File: config.mk
export PLATFORM = sky130hd
export DESIGN_NAME = pipeexe_mc_flat
export DESIGN_NICKNAME = d
export VERILOG_FILES = /design/src/rtl/pipeexe_mc_if.sv /design/src/rtl/pipeexe_mc.sv /design/src/flat_wrapper.sv
export SDC_FILE = /design/constraint.sdc
export NUM_CORES = 1
export LEC_CHECK = 0
export ABC_AREA = 1
export CORE_ASPECT_RATIO = 1.5
export CORE_MARGIN = 2
export CORE_UTILIZATION = 30
export CTS_CLUSTER_SIZE = 14
export DETAILED_ROUTE_END_ITERATION = 7
export SYNTH_ARGS = -nofsm -noshare
export SYNTH_HDL_FRONTEND = slang
export SYNTH_SLANG_ARGS = --single-unit
File: constraint.sdc
create_clock -name clock -period 3.95 [get_ports clock]
set_input_delay 0.5925 -clock clock [delete_from_list [all_inputs] [get_ports clock]]
set_output_delay 0.5925 -clock clock [all_outputs]
set_load 0.05 [all_outputs]
File: src/rtl/pipeexe_mc_if.sv
// ID/EX -> EX -> MEM handshake bundle for the multi-cycle execute stage.
// master drives the instruction and MEM-ready; slave is the execute stage.
interface pipeexe_mc_if #(
  parameter int unsigned XLEN = 32,
  parameter int unsigned RW   = 5
);
  logic            ein_valid;
  logic [3:0]      ealuc;
  logic [1:0]      emdop;
  logic            ealuimm;
  logic            eshift;
  logic            ejal;
  logic [XLEN-1:0] ea;
  logic [XLEN-1:0] eb;
  logic [XLEN-1:0] eimm;
  logic [XLEN-1:0] epc4;
  logic [RW-1:0]   ern0;
  logic            mready;
  logic            estall;
  logic            mvalid;
  logic [RW-1:0]   mrn;
  logic [XLEN-1:0] malu;

  modport master (
    output ein_valid, ealuc, emdop, ealuimm, eshift, ejal,
           ea, eb, eimm, epc4, ern0, mready,
    input  estall, mvalid, mrn, malu
  );

  modport slave (
    input  ein_valid, ealuc, emdop, ealuimm, eshift, ejal,
           ea, eb, eimm, epc4, ern0, mready,
    output estall, mvalid, mrn, malu
  );
endinterface

File: src/rtl/pipeexe_mc.sv
// Execute stage: single-cycle ALU/shift/jal plus iterative unsigned mul/divu/remu,
// with a registered EX/MEM output under a valid/ready handshake.
module pipeexe_mc #(
  parameter int unsigned XLEN = 32,
  parameter int unsigned RW   = 5,
  parameter int unsigned CW   = 6
) (
  input logic         clock,
  input logic         reset,
  pipeexe_mc_if.slave bus
);

  localparam logic [1:0] S_IDLE = 2'd0;
  localparam logic [1:0] S_BUSY = 2'd1;
  localparam logic [1:0] S_HOLD = 2'd2;

  logic [1:0]      state;
  logic [CW-1:0]   cnt;
  logic [XLEN-1:0] acc;
  logic [XLEN-1:0] sa;
  logic [XLEN-1:0] sb;
  logic [1:0]      mop;
  logic [RW-1:0]   mrd;

  logic            mvalid_r;
  logic [RW-1:0]   mrn_r;
  logic [XLEN-1:0] malu_r;

  logic            estall;
  logic            freeo;
  logic            accept;
  logic            multi_sel;
  logic            mc_done;
  logic            load;
  logic [XLEN-1:0] opa;
  logic [XLEN-1:0] opb;
  logic [4:0]      shamt;
  logic [RW-1:0]   dest;
  logic [XLEN-1:0] alu;
  logic [XLEN-1:0] single_res;
  logic [XLEN-1:0] mc_res;
  logic [XLEN-1:0] acc_n;
  logic [XLEN-1:0] sa_n;
  logic [XLEN-1:0] sb_n;
  logic [XLEN:0]   rs;
  logic [XLEN:0]   trial;
  logic [XLEN-1:0] src_acc;
  logic [XLEN-1:0] src_sa;

  assign freeo     = ~mvalid_r | bus.mready;
  assign estall    = (state != S_IDLE) | (mvalid_r & ~bus.mready);
  assign accept    = bus.ein_valid & ~estall;
  assign multi_sel = ~bus.ejal & (bus.emdop != 2'b00);

  assign opa   = bus.eshift ? {{(XLEN-5){1'b0}}, bus.eimm[10:6]} : bus.ea;
  assign opb   = bus.ealuimm ? bus.eimm : bus.eb;
  assign shamt = opa[4:0];
  assign dest  = bus.ern0 | {RW{bus.ejal}};

  always_comb begin
    alu = '0;
    case (bus.ealuc[2:0])
      3'b000: alu = opa + opb;
      3'b100: alu = opa - opb;
      3'b001: alu = opa & opb;
      3'b101: alu = opa | opb;
      3'b010: alu = opa ^ opb;
      3'b110: alu = opb << (XLEN/2);
      3'b011: alu = opb << shamt;
      3'b111: alu = bus.ealuc[3] ? $unsigned($signed(opb) >>> shamt) : (opb >> shamt);
      default: alu = '0;
    endcase
  end

  assign single_res = bus.ejal ? (bus.epc4 + XLEN'(4)) : alu;

  // One iteration: mul adds the shifted multiplicand; div is a restoring step
  // whose remainder lives in acc and whose quotient shifts into sa.
  always_comb begin
    acc_n = acc;
    sa_n  = sa;
    sb_n  = sb;
    rs    = '0;
    trial = '0;
    if (mop == 2'b01) begin
      acc_n = acc + (sa[0] ? sb : '0);
      sa_n  = sa >> 1;
      sb_n  = sb << 1;
    end else begin
      rs    = {acc, sa[XLEN-1]};
      trial = rs - {1'b0, sb};
      acc_n = trial[XLEN] ? rs[XLEN-1:0] : trial[XLEN-1:0];
      sa_n  = {sa[XLEN-2:0], ~trial[XLEN]};
    end
  end

  // The last BUSY step is folded into the write so the result lands
  // without an extra cycle; HOLD reads the already-final registers.
  assign src_acc = (state == S_BUSY) ? acc_n : acc;
  assign src_sa  = (state == S_BUSY) ? sa_n  : sa;
  assign mc_res  = (mop == 2'b10) ? src_sa : src_acc;

  assign mc_done = freeo & (((state == S_BUSY) & (cnt == CW'(1))) | (state == S_HOLD));
  assign load    = (accept & ~multi_sel) | mc_done;

  always_ff @(posedge clock) begin
    if (reset) begin
      state    <= S_IDLE;
      cnt      <= '0;
      acc      <= '0;
      sa       <= '0;
      sb       <= '0;
      mop      <= '0;
      mrd      <= '0;
      mvalid_r <= 1'b0;
      mrn_r    <= '0;
      malu_r   <= '0;
    end else begin
      case (state)
        S_IDLE: begin
          if (accept && multi_sel) begin
            state <= S_BUSY;
            cnt   <= CW'(XLEN);
            acc   <= '0;
            sa    <= opa;
            sb    <= opb;
            mop   <= bus.emdop;
            mrd   <= dest;
          end
        end
        S_BUSY: begin
          acc <= acc_n;
          sa  <= sa_n;
          sb  <= sb_n;
          cnt <= cnt - CW'(1);
          if (cnt == CW'(1)) begin
            state <= freeo ? S_IDLE : S_HOLD;
          end
        end
        S_HOLD: begin
          if (freeo) begin
            state <= S_IDLE;
          end
        end
        default: state <= S_IDLE;
      endcase

      if (load) begin
        mvalid_r <= 1'b1;
        malu_r   <= mc_done ? mc_res : single_res;
        mrn_r    <= mc_done ? mrd : dest;
      end else if (bus.mready) begin
        mvalid_r <= 1'b0;
      end
    end
  end

  assign bus.estall = estall;
  assign bus.mvalid = mvalid_r;
  assign bus.mrn    = mrn_r;
  assign bus.malu   = malu_r;

endmodule

File: src/flat_wrapper.sv
// flat-port wrapper written by rule: the top's interface ports become plain ports
module pipeexe_mc_flat 
#(
  parameter int unsigned XLEN = 32,
  parameter int unsigned RW   = 5,
  parameter int unsigned CW   = 6
)
  (clock, reset, bus_ein_valid, bus_ealuc, bus_emdop, bus_ealuimm, bus_eshift, bus_ejal, bus_ea, bus_eb, bus_eimm, bus_epc4, bus_ern0, bus_mready, bus_estall, bus_mvalid, bus_mrn, bus_malu);
  pipeexe_mc_if #(.XLEN(XLEN), .RW(RW)) bus_i ();
  input logic clock;
  input logic reset;
  input wire logic [$bits(bus_i.ein_valid)-1:0] bus_ein_valid;
  input wire logic [$bits(bus_i.ealuc)-1:0] bus_ealuc;
  input wire logic [$bits(bus_i.emdop)-1:0] bus_emdop;
  input wire logic [$bits(bus_i.ealuimm)-1:0] bus_ealuimm;
  input wire logic [$bits(bus_i.eshift)-1:0] bus_eshift;
  input wire logic [$bits(bus_i.ejal)-1:0] bus_ejal;
  input wire logic [$bits(bus_i.ea)-1:0] bus_ea;
  input wire logic [$bits(bus_i.eb)-1:0] bus_eb;
  input wire logic [$bits(bus_i.eimm)-1:0] bus_eimm;
  input wire logic [$bits(bus_i.epc4)-1:0] bus_epc4;
  input wire logic [$bits(bus_i.ern0)-1:0] bus_ern0;
  input wire logic [$bits(bus_i.mready)-1:0] bus_mready;
  output wire logic [$bits(bus_i.estall)-1:0] bus_estall;
  output wire logic [$bits(bus_i.mvalid)-1:0] bus_mvalid;
  output wire logic [$bits(bus_i.mrn)-1:0] bus_mrn;
  output wire logic [$bits(bus_i.malu)-1:0] bus_malu;
  assign bus_i.ein_valid = bus_ein_valid;
  assign bus_i.ealuc = bus_ealuc;
  assign bus_i.emdop = bus_emdop;
  assign bus_i.ealuimm = bus_ealuimm;
  assign bus_i.eshift = bus_eshift;
  assign bus_i.ejal = bus_ejal;
  assign bus_i.ea = bus_ea;
  assign bus_i.eb = bus_eb;
  assign bus_i.eimm = bus_eimm;
  assign bus_i.epc4 = bus_epc4;
  assign bus_i.ern0 = bus_ern0;
  assign bus_i.mready = bus_mready;
  assign bus_estall = bus_i.estall;
  assign bus_mvalid = bus_i.mvalid;
  assign bus_mrn = bus_i.mrn;
  assign bus_malu = bus_i.malu;
  pipeexe_mc #(.XLEN(XLEN), .RW(RW), .CW(CW)) u_core (.clock(clock), .reset(reset), .bus(bus_i));
endmodule
==> results of run 1 <==
[per-stage QoR]
| stage | hold slack (ns) | total power, W | instance area, um^2 |
|---|---|---|---|
| floorplan | 0.441 | 0.00409 | 21500 |
| global placement | 0.449 | 0.00598 | 26900 |
| detailed placement | 0.463 | 0.00597 | 26900 |
| CTS | 0.472 | 0.00768 | 27800 |
| global route | 0.509 | 0.00824 | 28200 |
| finish | 0.467 | 0.00785 | 28200 |
[layer usage]
layer | GRT usage (%) | part of all wire [%]
met5 | 0 | 0
met4 | 33.5 | 13
met2 | 54.1 | 47
met1 | 31.9 | 35
met3 | 3.78 | 5.4
[Yosys cell counts, drive strengths merged]
| master | number | share of area [%] |
|---|---|---|
| o21bai | 13 | 0.45 |
| a22o | 1 | 0.041 |
| a31oi | 19 | 0.58 |
| or2 | 21 | 0.61 |
| clkbuf | 115 | 2.0 |
| nand3 | 232 | 5.5 |
| ha | 162 | 9.4 |
| o31ai | 2 | 0.070 |
| o211a | 1 | 0.047 |
| a2111oi | 1 | 0.041 |
| xnor2 | 21 | 0.86 |
| and2 | 3 | 0.087 |
| a31o | 1 | 0.041 |
| nand3b | 14 | 0.49 |
| a21boi | 5 | 0.17 |
| o211ai | 48 | 1.7 |
| dfxtp | 149 | 14 |
| nand4 | 37 | 1.1 |
| o2111ai | 6 | 0.24 |
| o21a | 9 | 0.31 |
| a211oi | 13 | 0.45 |
| o221ai | 3 | 0.12 |
| a22oi | 3 | 0.10 |
| nor4 | 5 | 0.15 |
| mux2i | 1 | 0.047 |
| nor2 | 385 | 6.8 |
| a221oi | 11 | 0.45 |
| o22ai | 5 | 0.15 |
| xor2 | 58 | 2.4 |
| inv | 425 | 7.4 |
| fa | 3 | 0.28 |
| and3 | 2 | 0.058 |
| buf | 66 | 1.7 |
| a21o | 9 | 0.31 |
| a21oi | 462 | 11 |
| o21ai | 374 | 8.8 |
| nand2 | 1148 | 21 |
| clkinv | 4 | 0.070 |
| nor3 | 59 | 1.7 |
[timing repair]
item | CTS | global route
hold buffers | 0 | 0
gates cloned | 0 | 0
setup buffers | 13 | 8
endpoints found under the hold margin | 0 | 0
gates resized for setup | 109 | 110
endpoints found under the setup margin | 25 | 23
pin swaps | 60 | 66
[layout make-up]
class,instances,area [um^2],share of cell area [%]
Multi-Input combinational cell,3137,16700,59.3
Timing Repair Buffer,600,5160,18.3
Sequential cell,149,2980,10.6
Inverter,429,1620,5.74
Tap cell,915,1140,4.06
Clock buffer,17,425,1.51
Clock inverter,14,140,0.497
Antenna cell,3,7.51,0.0266
[cell families (layout without fill, tap and decap cells)]
group,count (synthesis),in the layout
other cells,0,3
compound gates,986,986
buf+inv,610,1060
xor+xnor,79,79
flops,149,149
mux,1,1
fa+ha+maj,165,165
simple gates,1906,1906
[worst max-delay path by stage]
stage	end	slack, ns	depth (start not counted)
after global placement	u_core.bus.malu[28]$_SDFFE_PP0P_	-1.07	27
after floorplan	u_core.bus.malu[31]$_SDFFE_PP0P_	0.07	30
after CTS	u_core.bus.malu[27]$_SDFFE_PP0P_	0.007	30
after global routing	u_core.bus.malu[31]$_SDFFE_PP0P_	-0.12	31
final	u_core.bus.malu[26]$_SDFFE_PP0P_	0.14	28
after detailed placement	u_core.bus.malu[28]$_SDFFE_PP0P_	-1.11	27
[power by group through the flow]
stage               registers [W]  clock network [W]  logic, W
CTS                       0.00175            0.00165   0.00428
floorplan                 0.00186                  0   0.00222
global route              0.00177            0.00170   0.00477
global placement          0.00179                  0   0.00419
detailed placement        0.00179                  0   0.00418
finish                    0.00176            0.00164   0.00445
[worst max-delay path, stage by stage]
cell,delay (ns)
buf_12,0.12
inv_8,0.08
nand2_4,0.06
nand2_4,0.06
buf_4,0.11
buf_6,0.14
nand3_2,0.11
nor3_4,0.22
nand3_4,0.16
nor2_4,0.15
nand4_1,0.18
o31ai_2,0.25
xor2_1,0.13
ha_1,0.40
buf_6,0.14
nand2_2,0.08
nor2_4,0.13
nand2_2,0.08
nor3_2,0.14
nand2_1,0.07
o211ai_1,0.12
xor2_1,0.19
nand2_1,0.07
nand3_1,0.10
nand2_1,0.08
nand2_1,0.08
nand2_2,0.05
a21oi_2,0.09
[registers in the layout, indices dropped and copies added (netlist names)]
signal / flops
u_core.acc: 32
u_core.cnt: 6
u_core.bus.mvalid: 1
u_core.sa: 32
u_core.sb: 32
u_core.bus.mrn: 5
u_core.mrd: 5
u_core.state: 2
u_core.bus.malu: 32
u_core.mop: 2
==> impl_metrics.py, run 1 <==
metrics = {
    "synth": {
        "yosysSeqAreaShare_pct": 13.9,
        "syn_nets": 4207,
        "ys_ff_latch": 149,
        "yosys_warnings": 0,
        "synth_top_family_by_area": "simple AND/OR/NAND/NOR gates",
        "synth-xor-area-share_pct": 3.22,
        "synth-simple-area-share_pct": 37.0,
        "synth-adder-area-share_pct": 9.71,
        "synth_cells": 3896,
        "synth_compound_area_share_pct": 24.9,
        "synthMuxAreaShare_pct": 0.0466,
        "avgSynthCellArea_um2": 5.52,
        "yosysUniqueCellTypes": 59,
        "synth_area_um2": 21500,
    },
    "timing": {
        "rsz0062_at_grt": "yes",
        "skew_ns": 0.0140,
        "period_share_pct": 96.5,
        "tightest_slew_ns": 0.998,
        "hold_viol": 0,
        "min_period_ns": 3.81,
        "setup-tns-final_ns": 0,
        "finalSetupViolCount": 0,
        "final_max_slew_viol_count": 0,
        "worst_slack_ns": 0.139,
        "slew_headroom_pct": 31.7,
        "fmax_ghz": 0.262,
    },
    "power_and_ir_drop": {
        "p_leak_nw": 13.8,
        "p_seq_share_pct": 22.4,
        "power_switching_share_pct": 48.5,
        "power_frac_clock_pct": 20.9,
        "p_int_w": 0.00404,
        "powerDensity_nw_per_um2": 278,
        "comb_power_share_pct": 56.7,
        "ir_drop_uv": 282,
        "power_switching_w": 0.00381,
    },
    "clock_network": {
        "clockRootBuffer": "clkbuf_16",
        "cts.sinks": 149,
        "cts_made_buffers": 17,
        "cts_max_level": 4,
        "clock_latency_ns": 0.47,
        "clock_path_buffers": 2,
        "clkTransAtPathRegs_ns": 0.07,
        "tritoncts": "yes",
    },
    "placed_design": {
        "place_congestion": 1.06,
        "port_buffers": 184,
        "placedCellCount": 5212,
        "place_ws_ns": -1.11,
        "hpwl_um": 96400,
    },
    "route": {
        "vias": 28600,
        "via_per_inst": 5.43,
        "avgRoutedWirePerCell_um": 22.7,
        "drtAntennaViolNets": 0,
        "first_pass_iters": 6,
        "drt_iter0_markers": 2704,
        "drc": 0,
        "routed_wirelength_um": 120000,
    },
    "floorplan": {
        "die_x_um": 223,
        "ios": 185,
        "core_um2": 71200,
        "row_count": 120,
        "start_util_pct": 30.2,
        "dieArea_um2": 73800,
        "chipHeight_um": 332,
    },
    "cells_and_area": {
        "drive_gt1_share_pct": 15.4,
        "fin_cells": 5264,
        "fin_util_pct": 39.6,
        "final_cell_mix": "nand2_1 (1081), a21oi_1 (438), inv_1 (406)",
        "fill_cells": 8021,
        "area.growth.synth_to_final_pct": 31.2,
        "layout_commonest_cell": "nand2_1",
        "nets": 4645,
    },
    "global_routing": {
        "grt_usage_pct": 31.5,
        "grt_max_degree": 64,
        "grt_pass1_vias": 27900,
        "antenna_found_initial": 2,
        "grt_pass1_wl_um": 174000,
        "overflow": 0,
    },
    "worst_setup_path": {
        "crit_start": "bus_ealuimm",
        "critPathMaxFanout": 7,
        "r2r-start": "u_core.sa[31]$_SDFFE_PP0P_",
        "reg2regPathDepth": 23,
        "path_class": "in2reg",
        "rrSetupSlack_ns": 0.26,
        "cp-start-kind": "input pin",
        "required_ns": 4.35,
        "worstSetupEndpointType": "flop",
        "worstPathArrival_ns": 4.21,
        "r2r_end": "u_core.bus.malu[26]$_SDFFE_PP0P_",
    },
    "hold_path": {
        "worstHoldStart": "u_core.cnt[4]$_SDFFE_PP0P_",
        "min_to": "u_core.cnt[4]$_SDFFE_PP0P_",
        "holdCritPathClass": "reg2reg",
        "hold_depth": 2,
    },
    "outcome": {
        "status": "completed",
    },
    "flow_run": {
        "drv_cap": 0,
    },
}
(Power assumes the default switching activity.)
==> inputs of run 2 (changes only) <==
--- a/config.mk
+++ b/config.mk
@@ -6,6 +6,7 @@
 export NUM_CORES = 1
 export LEC_CHECK = 0
 export ABC_AREA = 1
+export ABC_CLOCK_PERIOD_IN_PS = 3950
 export CORE_ASPECT_RATIO = 1.5
 export CORE_MARGIN = 2
 export CORE_UTILIZATION = 30
==> results of run 2 <==
Final layout, timing and power as in run 1 (identical DEF).
